File: config.mk
export PLATFORM = sky130hd
export DESIGN_NAME = ram_fifo_ctrl
export DESIGN_NICKNAME = d
export VERILOG_FILES = /design/src/rtl/ram_fifo_ctrl.sv
export SDC_FILE = /design/constraint.sdc
export NUM_CORES = 1
export LEC_CHECK = 0
export ABC_AREA = 1
export CAP_MARGIN = 10
export CORE_MARGIN = 2
export CORE_UTILIZATION = 25
export CTS_BUF_LIST = sky130_fd_sc_hd__clkbuf_4 sky130_fd_sc_hd__clkbuf_8
export DETAILED_ROUTE_END_ITERATION = 16
export GPL_TIMING_DRIVEN = 0
export PLACE_DENSITY_LB_ADDON = 0.15
export SYNTH_ARGS = -nofsm -noshare
export SYNTH_HDL_FRONTEND = slang
export SYNTH_SLANG_ARGS = --single-unit
File: constraint.sdc
create_clock -name clk -period 4.3 [get_ports clk]
set_clock_uncertainty 0.2 [all_clocks]
set_input_delay 0.43 -clock clk [delete_from_list [all_inputs] [get_ports clk]]
set_output_delay 0.43 -clock clk [all_outputs]
set_load 0.01 [all_outputs]
File: src/rtl/ram_fifo_ctrl.sv
// rtl/ram_fifo_ctrl.sv - valid/ready FIFO controller driving a single-port RAM with a 1-entry output register
module ram_fifo_ctrl #(
    parameter int DATA_WIDTH = 8,
    parameter int ADDR_WIDTH = 5
) (
    input  logic                  clk,
    input  logic                  reset,
    input  logic                  flush,
    input  logic [DATA_WIDTH-1:0] in_data,
    input  logic                  in_valid,
    output logic                  in_ready,
    output logic [DATA_WIDTH-1:0] out_data,
    output logic                  out_valid,
    input  logic                  out_ready,
    output logic [DATA_WIDTH-1:0] ram_data_in,
    output logic [ADDR_WIDTH-1:0] ram_address,
    output logic                  ram_write_enable,
    output logic                  ram_read_enable,
    input  logic [DATA_WIDTH-1:0] ram_data_out,
    output logic [ADDR_WIDTH:0]   count,
    output logic                  full,
    output logic                  empty
);

    localparam int DEPTH = 2 ** ADDR_WIDTH;
    localparam logic [ADDR_WIDTH:0]   CNT_DEPTH = (ADDR_WIDTH + 1)'(DEPTH);
    localparam logic [ADDR_WIDTH:0]   CNT_ONE   = (ADDR_WIDTH + 1)'(1);
    localparam logic [ADDR_WIDTH-1:0] PTR_ONE   = ADDR_WIDTH'(1);

    localparam logic [0:0] RD_IDLE = 1'b0;
    localparam logic [0:0] RD_WAIT = 1'b1;

    // prio_q holds the winner of the last contention; the other side wins the next one
    localparam logic [0:0] PRIO_WRITE = 1'b0;
    localparam logic [0:0] PRIO_READ  = 1'b1;

    logic [ADDR_WIDTH-1:0] wr_ptr_q, wr_ptr_d;
    logic [ADDR_WIDTH-1:0] rd_ptr_q, rd_ptr_d;
    logic [ADDR_WIDTH:0]   ram_cnt_q, ram_cnt_d;
    logic [0:0]            rd_state_q, rd_state_d;
    logic [0:0]            prio_q, prio_d;
    logic                  out_valid_q, out_valid_d;
    logic [DATA_WIDTH-1:0] out_data_q, out_data_d;

    logic rd_inflight;
    logic wr_req;
    logic rd_req;
    logic wr_grant;
    logic rd_grant;

    always_comb begin
        full        = (ram_cnt_q == CNT_DEPTH);
        rd_inflight = (rd_state_q == RD_WAIT);
        wr_req      = in_valid && !full;
        rd_req      = (ram_cnt_q != '0) && !rd_inflight && (!out_valid_q || out_ready);
        // flush drops any push, so it must not be acknowledged
        in_ready    = !full && !(rd_req && prio_q == PRIO_WRITE) && !flush;
        wr_grant    = in_valid && in_ready;
        rd_grant    = rd_req && !wr_grant && !flush;

        ram_write_enable = wr_grant;
        ram_read_enable  = rd_grant;
        ram_address      = rd_grant ? rd_ptr_q : wr_ptr_q;
        ram_data_in      = wr_grant ? in_data : '0;

        count     = ram_cnt_q + {{ADDR_WIDTH{1'b0}}, rd_inflight} + {{ADDR_WIDTH{1'b0}}, out_valid_q};
        empty     = (count == '0);
        out_valid = out_valid_q;
        out_data  = out_data_q;
    end

    always_comb begin
        wr_ptr_d    = wr_ptr_q;
        rd_ptr_d    = rd_ptr_q;
        ram_cnt_d   = ram_cnt_q;
        rd_state_d  = rd_state_q;
        prio_d      = prio_q;
        out_valid_d = out_valid_q;
        out_data_d  = out_data_q;

        if (wr_grant) begin
            wr_ptr_d = wr_ptr_q + PTR_ONE;
        end
        if (rd_grant) begin
            rd_ptr_d = rd_ptr_q + PTR_ONE;
        end
        if (wr_grant && !rd_grant) begin
            ram_cnt_d = ram_cnt_q + CNT_ONE;
        end else if (rd_grant && !wr_grant) begin
            ram_cnt_d = ram_cnt_q - CNT_ONE;
        end

        if (wr_req && rd_req) begin
            prio_d = wr_grant ? PRIO_WRITE : PRIO_READ;
        end

        if (out_valid_q && out_ready) begin
            out_valid_d = 1'b0;
        end

        // a read is only issued when the output register will be free on its return
        case (rd_state_q)
            RD_IDLE: begin
                if (rd_grant) begin
                    rd_state_d = RD_WAIT;
                end
            end
            default: begin
                rd_state_d  = RD_IDLE;
                out_data_d  = ram_data_out;
                out_valid_d = 1'b1;
            end
        endcase

        if (flush) begin
            wr_ptr_d    = '0;
            rd_ptr_d    = '0;
            ram_cnt_d   = '0;
            rd_state_d  = RD_IDLE;
            prio_d      = PRIO_READ;
            out_valid_d = 1'b0;
            out_data_d  = '0;
        end
    end

    always_ff @(posedge clk or posedge reset) begin
        if (reset) begin
            wr_ptr_q    <= '0;
            rd_ptr_q    <= '0;
            ram_cnt_q   <= '0;
            rd_state_q  <= RD_IDLE;
            prio_q      <= PRIO_READ;
            out_valid_q <= 1'b0;
            out_data_q  <= '0;
        end else begin
            wr_ptr_q    <= wr_ptr_d;
            rd_ptr_q    <= rd_ptr_d;
            ram_cnt_q   <= ram_cnt_d;
            rd_state_q  <= rd_state_d;
            prio_q      <= prio_d;
            out_valid_q <= out_valid_d;
            out_data_q  <= out_data_d;
        end
    end

endmodule
* Word-level counts from Yosys, hierarchy flattened
Cells that the tools add are included.
** Storage, ports and cells
- Bits in read-only memories :: 0
- Bits in registers :: 27
- Memories kept :: 0
- Output and inout port bits :: 33
- Bits in latches :: 0
- Memory bits (writable) :: 0
** Operators by class
- Multiply operators :: 0
- Shift operators :: 0
- $add $sub $neg :: 6
- Bitwise operators :: 1
- Div/mod/pow operators :: 0
- Reduce and logical (&&, ||, !) cells :: 29
- Equality and inequality tests :: 1
- Muxes and demuxes :: 20
- $lt $le $gt $ge :: 0
** Operators by type and width (number)
- 2-to-1 mux 5 bit :: 5
- 2-to-1 mux 8 bit :: 3
- 2-to-1 mux 6 bit :: 3
- logical AND 1 bit :: 13
- adder 6 x 1 -> 6 bit :: 2
- adder 5 x 1 -> 5 bit (second input constant) :: 2
- 2-to-1 mux 1 bit :: 9
- nonzero test 2 bit :: 4
- logical NOT 1 bit :: 7
- adder 6 x 1 -> 6 bit (second input constant) :: 1
- equality test 6 bit (second input constant) :: 1
- logical NOT 6 bit :: 1
- nonzero test 3 bit :: 2
- nonzero test 6 bit :: 1
- subtractor 6 x 1 -> 6 bit (second input constant) :: 1
- logical OR 1 bit :: 1
- NOT 1 bit :: 1

* Longest topological paths before layout
Gate-level depths: netlist of the first run.
- Word-level depth :: 15
- Depth in mapped cells :: 16
- Depth with buffers taken out :: 14

* Least setup slack after synthesis of the first run
No wires, ideal clock.
- Path kind :: register to output
- From :: register rd_state_q (netlist: rd_inflight)
- To :: output port empty
- Stages on the path, launching flop included :: 10
- Required time :: 3.670 ns
- Setup slack :: 1.608 ns
- Arrival :: 2.062 ns
- Cells stage by stage :: dfrtp_1 > buf_4 > clkinv_1 > fa_1 > inv_1 > ha_1 > nand3_1 > xor2_1 > nor4_1 > nor3b_1
** On the way
- Word-level cells in the longest chain between the ends :: 3
** Ends and longest elaborated chain
- from (decl) :: RTL line 40 : logic [0:0] rd_state_q, rd_state_d;
- from (signal assigned) :: RTL line 139 : rd_state_q <= rd_state_d;
- adder 6 x 1 -> 6 bit (2 in series) :: RTL line 66 : count = ram_cnt_q + {{ADDR_WIDTH{1'b0}}, rd_inflight} + {{ADDR_WIDTH{1'b0}}, out_valid_q};
- named net count[4] :: RTL line 20 : output logic [ADDR_WIDTH:0] count,
- logical NOT 6 bit :: RTL line 67 : empty = (count == '0);
- to (decl) :: RTL line 22 : output logic empty
The timed path passes the listed nets, and every way through them passes these cells.

* Worst setup path after layout of the first run
- From :: register rd_state_q (netlist: rd_inflight)
- To :: output port empty
** On the way
- Word-level cells in the longest chain between the ends :: 3
** Ends and longest elaborated chain (RTL line)
- adder 6 x 1 -> 6 bit (2 in series) :: 66
- logical NOT 6 bit :: 67
No other way between the ends.

==> results of run 1 <==
==> cell families (layout without fill, tap and decap cells) <==
family,after synthesis,in the layout
AO/OA/AOI/OAI,25,25
flip-flops,27,27
buffers and inverters,45,103
XOR/XNOR,7,7
adder cells (fa/ha/maj),9,9
AND/OR/NAND/NOR,114,114
==> placed cells by master (no fill, tap or decap), types with 2 or more instances in the layout <==
cell              n
o21ai_1           7
clkdlybuf4s50_1  53
o21ai_0           7
xor2_1            6
nand3_1          33
nor2_2            3
a21oi_1           3
buf_6             2
buf_2             3
dfrtp_1          26
nor2_1           17
or2_2             3
inv_1            37
clkbuf_8          3
nand2_2           2
ha_1              7
o22ai_1           3
nor3_1            4
nand2_4           2
fa_1              2
nand2_1          45
==> worst max-delay path, stage by stage (launching register included) <==
cell	delay [ns]
dfrtp_1	0.33
buf_4	0.17
clkinv_1	0.27
fa_1	0.47
inv_1	0.09
ha_1	0.18
nand3_1	0.10
xor2_1	0.18
nor4_1	0.15
nor3b_1	0.20
clkdlybuf4s50_1	0.56
==> routing by layer <==
metal	wire length, um	up-vias	part of all wire, %
met5	0	-	0
met4	0	0	0
met3	212	0	5.1
met2	1820	42	44
met1	2130	704	51
li1	-	839	-
==> registers in the layout, indices dropped and copies added, names as in the netlist <==
register and cells:
out_data 8, ram_cnt_q 6, rd_ptr_q 5, wr_ptr_q 5, out_valid 1, prio_q 1
rd_inflight 1
==> power by group through the flow <==
stage,combinational [uW],clock [uW],sequential [uW]
after global placement,781,0,383
after CTS,787,158,378
after floorplan,488,0,378
after global routing,874,166,388
final,774,148,376
after detailed placement,782,0,383
==> how the worst max path moves through the flow <==
stage / startpoint / endpoint / slack (ns) / cells after the start
2_1_floorplan: rd_inflight / empty / 1.61 / 9
3_5_place_dp: rd_inflight / empty / 0.97 / 10
3_3_place_gp: rd_inflight / empty / 0.96 / 10
6_report: rd_inflight / empty / 0.70 / 10
5_1_grt: rd_inflight / empty / 0.46 / 10
4_1_cts: rd_inflight / empty / 0.63 / 10
==> cell type report <==
cell class	instances	area share (%)
inverters	39	5.98
clock inverters	1	0.205
well taps	80	4.09
repair buffers	54	22.8
plain buffers	6	1.84
flip-flops and latches	27	27.7
clock buffers	3	1.69
multi-input cells	155	35.7
==> per-stage QoR <==
stage	total power, uW	hold WS (ns)	cell area [um^2]	setup WS (ns)
after floorplan	866	0.272	1740	1.61
after global placement	1160	0.286	2370	0.964
after detailed placement	1170	0.288	2370	0.972
after CTS	1320	0.311	2420	0.632
after global routing	1430	0.257	2450	0.459
final	1300	0.227	2450	0.700
==> flow_metrics.py, run 1 <==
metrics = {
    "floorplan": {
        "die_w_um": 87.5,
        "fp-row-count": 30,
        "start_util_pct": 25.8,
        "core_area_um2": 6760,
        "fp.dieH_um": 87.5,
        "pin_count": 54,
        "design.die.area_um2": 7650,
    },
    "clock_tree": {
        "clk_pin_slew_ns": 0.10,
        "cts.sinks": 27,
        "hold_buffers": 0,
        "postCtsSetupBuffers": 0,
        "post_cts_resized": 0,
        "worstSkewPairLatency_ns": 0.27,
        "numCtsBuffers": 3,
        "cts_tree": "built",
        "cts_root_buf": "clkbuf_8",
        "cts.path.max_buffers": 2,
        "htreeDepth": 1,
    },
    "global_routing": {
        "grt_pass1_wl_mm": 6.95,
        "met1_usage_pct": 16.1,
        "grt_util_met2_pct": 18.2,
        "gr-total-overflow": 0,
        "grt_max_degree": 28,
        "antenna_found_initial": 0,
        "use_met3_pct": 2.46,
        "first_global_vias": 1492,
        "grt_usage_pct": 11.3,
        "grt_most_used_layer": "met2",
    },
    "setup_path": {
        "rr_endpoint": "ram_cnt_q[3]",
        "critPathKind": "reg -> out",
        "reg2reg_depth": 13,
        "worstReg2RegStart": "ram_cnt_q[2]",
        "cp.arrival_ns": 2.97,
        "rrSetupSlack_ns": 1.51,
        "start_kind": "flip-flop",
        "cp-end-kind": "primary output",
        "crit_fanout": 10,
        "required_ns": 3.67,
    },
    "pwr": {
        "clockPowerShare_pct": 11.4,
        "p_switching_uw": 557,
        "internal-power_uw": 742,
        "combPwrFrac_pct": 59.6,
        "ir_drop_v": 0.000160,
        "p_seq_share_pct": 29.0,
        "p_per_area_nw_per_um2": 531,
        "p_leak_uw": 0.00118,
        "p_sw_share_pct": 42.9,
    },
    "synthesis": {
        "synth_adder_area_share_pct": 7.33,
        "ys_ff_latch": 27,
        "synth_top_family_by_area": "simple AND/OR/NAND/NOR gates",
        "ys_seq_area_share_pct": 38.9,
        "synth_area_leaders": "dfrtp_1 (37%), nand2_1 (9.7%), nand3_1 (9.5%)",
        "ys_top_cells_by_count": "nand2_1 (45), inv_1 (37), nand3_1 (33), dfrtp_1 (26), nor2_1 (17)",
        "synth-simple-area-share_pct": 30.5,
        "ys_async_sr_fraction_pct": 100,
        "synthMuxAreaShare_pct": 0,
        "syn_nets": 257,
        "synth_top_flop_cell": "dfrtp_1",
        "yosysTopAreaCellShare_pct": 37.4,
        "ys_warn_count": 0,
        "syn_area_um2": 1740,
        "synth_top_cell_by_area": "dfrtp_1",
        "synth_compound_area_share_pct": 8.76,
        "synth.most_common_cell": "nand2_1",
        "ys_types": 34,
        "synth-edff-count": 0,
        "synth_cells": 227,
        "syn_area_per_cell_um2": 7.67,
        "synth_xor_area_share_pct": 3.52,
    },
    "placed_design": {
        "gp_congestion": 0.729,
        "dp_hpwl_mm": 3.19,
        "port_buffers": 53,
        "dp.cells": 360,
    },
    "finish": {
        "num_antenna_cells": 0,
        "fillers": 739,
        "area_delta_synth_final_pct": 40.4,
        "multi_input_area_um2": 873,
        "final_util_pct": 36.2,
        "seqCellArea_um2": 677,
        "drive_above_1_share_pct": 9.82,
        "fin_cells": 365,
        "fin_nets": 316,
    },
    "timing": {
        "fmax_ghz": 0.278,
        "timing_hold_violations_final": 0,
        "min_period_over_period_pct": 83.7,
        "rsz0062_at_grt": "false",
        "fin_tns_setup_ns": 0,
        "drv_slew": 0,
        "setup_violations": 0,
        "finalCriticalPeriod_ns": 3.60,
        "relSlewSlack_pct": 73.0,
        "tightest_slew_ns": 0.404,
    },
    "drt": {
        "remaining_drc_errors": 0,
        "ant_nets": 0,
        "drt-initial-drc-count": 105,
        "wirelength_mm": 4.16,
        "via_per_inst": 4.34,
        "avgRoutedWirePerCell_um": 11.4,
        "first_pass_iters": 4,
        "vias": 1585,
    },
    "run_status": {
        "status": "completed",
    },
    "flow_run": {
        "max_cap_violations": 0,
    },
    "worst_hold_path": {
        "min_path_type": "in -> async",
    },
}
(Power assumes the default switching activity.)
==> run 2, diff against run 1 <==
==> constraint.sdc (replaced) <==
create_clock -name clk -period 3.5 [get_ports clk]
set_clock_uncertainty 0.2 [all_clocks]
set_input_delay 0.35 -clock clk [delete_from_list [all_inputs] [get_ports clk]]
set_output_delay 0.35 -clock clk [all_outputs]
set_load 0.01 [all_outputs]
==> flow_metrics.py, run 2 (same netlist as run 1, synthesis figures left out) <==
metrics = {
    "placed_design": {
        "gp_congestion": 0.729,
        "port_buffers": 53,
        "dp_hpwl_mm": 3.19,
        "place_ws_ns": 0.252,
        "dp.cells": 360,
        "place_area_um2": 2370,
    },
    "setup_path": {
        "worstPathCellList": "buf_4 > inv_4 > fa_1 > inv_1 > ha_1 > nand3_1 > xor2_1 > nor4_1 > nor3b_1 > clkdlybuf4s50_1",
        "crit_fanout": 10,
        "critPathKind": "reg -> out",
        "reg2reg_depth": 13,
        "worstReg2RegStart": "ram_cnt_q[2]",
        "slowest_delay_ns": 0.56,
        "cp-end-kind": "primary output",
        "slowest_stage": "clkdlybuf4s50_1",
        "crit_buf_inv": 4,
        "rrSetupSlack_ns": 0.71,
        "start_kind": "flip-flop",
        "cp_top_family": "buffers and inverters",
        "cp.arrival_ns": 2.71,
        "required_ns": 2.95,
        "rr_endpoint": "ram_cnt_q[3]",
    },
    "floorplan": {
        "start_util_pct": 25.8,
        "fp.dieH_um": 87.5,
        "pin_count": 54,
        "die_w_um": 87.5,
        "fp-row-count": 30,
        "core_area_um2": 6760,
        "design.die.area_um2": 7650,
    },
    "drt": {
        "via_per_inst": 4.33,
        "drt-initial-drc-count": 105,
        "first_pass_iters": 4,
        "ant_nets": 0,
        "vias": 1581,
        "wirelength_mm": 4.16,
        "avgRoutedWirePerCell_um": 11.4,
        "remaining_drc_errors": 0,
    },
    "timing": {
        "finalCriticalPeriod_ns": 3.26,
        "relSlewSlack_pct": 72.9,
        "tightest_slew_ns": 0.406,
        "setup_violations": 0,
        "setup_slack_ns": 0.240,
        "timing_hold_violations_final": 0,
        "min_period_over_period_pct": 93.1,
        "fmax_ghz": 0.307,
        "rsz0062_at_grt": "false",
        "fin_tns_setup_ns": 0,
        "drv_slew": 0,
    },
    "clock_tree": {
        "hold_buffers": 0,
        "cts.path.max_buffers": 2,
        "clk_pin_slew_ns": 0.10,
        "numCtsBuffers": 3,
        "worstSkewPairLatency_ns": 0.27,
        "postCtsSetupBuffers": 0,
        "htreeDepth": 1,
        "cts.sinks": 27,
        "cts_root_buf": "clkbuf_8",
        "cts_tree": "built",
    },
    "pwr": {
        "ir_drop_v": 0.000197,
        "p_per_area_nw_per_um2": 653,
        "p_leak_uw": 0.00118,
    },
    "run_status": {
        "status": "completed",
    },
    "global_routing": {
        "gr-total-overflow": 0,
        "antenna_found_initial": 0,
        "grt_pass1_wl_mm": 6.95,
        "first_global_vias": 1492,
        "grt_usage_pct": 11.3,
        "grt_max_degree": 28,
    },
    "finish": {
        "fin_nets": 316,
        "final_common_cell": "clkdlybuf4s50_1",
        "drive_above_1_share_pct": 10.2,
        "design_area_um2": 2450,
        "fin_cells": 365,
        "largest_register_ffs": 8,
        "num_antenna_cells": 0,
        "final_cell_mix": "clkdlybuf4s50_1 (53), nand2_1 (45), inv_1 (37)",
        "area_delta_synth_final_pct": 40.6,
    },
    "flow_run": {
        "max_cap_violations": 0,
    },
    "worst_hold_path": {
        "min_path_type": "in -> async",
    },
}
## run 2: cell count changes in the layout (fill, tap and decap cells not counted)
cell      before  now
clkinv_1       1    0
inv_4          0    1
## run 2: worst max-delay path by stage
stage | start | slack (ns) | endpoint | cells after the start
after floorplan | rd_inflight | 0.89 | empty | 9
after global placement | rd_inflight | 0.24 | empty | 10
after detailed placement | rd_inflight | 0.25 | empty | 10
after CTS | rd_inflight | 0.09 | empty | 10
after global routing | rd_inflight | 0.06 | empty | 10
final | rd_inflight | 0.24 | empty | 10
## run 2: report_power, final
part	leakage [uW]	internal (uW)	switching (uW)
clock network	0.0000255	79.8	103
registers	0.000360	392	70.4
logic	0.000795	441	514
total	0.00118	913	687
## run 2: cell type report
type                    instances  area, um^2
plain buffers                   6        45.0
clock buffers                   3        41.3
clock inverters                 1        5.00
fillers                       740        4310
inverters                      39         149
multi-input cells             155         873
flip-flops and latches         27         677
well taps                      80         100
repair buffers                 54         558
## run 2: per-stage QoR
step                      total power (uW)  utilization, %  hold slack, ns
final                                 1600            36.2           0.147
after global placement                1430            35.1           0.286
after CTS                             1630            35.8           0.311
after floorplan                       1060               -           0.202
after detailed placement              1430            35.1           0.288
after global routing                  1760            36.2           0.177
## run 2: timing repair
action / 4_1_cts / 5_1_grt
hold endpoints to repair: 0 / 0
gates resized for setup: 1 / 1
endpoints found under the setup margin: 1 / 1
pin swaps: 0 / 0
## run 2: routing by layer
layer	track usage, %	up-vias	wire (um)
met5	0	-	0
met4	1.26	0	0
met3	2.46	0	208
met2	18.2	39	1830
met1	16.1	703	2130
li1	-	839	-
## run 2: worst register-to-register path: stages, from the launching register on
cell,delay [ns]
dfrtp_1,0.49
nor2_2,0.15
nand2_2,0.07
nor2_2,0.13
nor2_2,0.07
nand3_2,0.12
buf_6,0.16
buf_2,0.26
ha_1,0.32
a21oi_1,0.19
o31ai_1,0.11
or2_2,0.28
nand3_1,0.09
o21ai_1,0.06
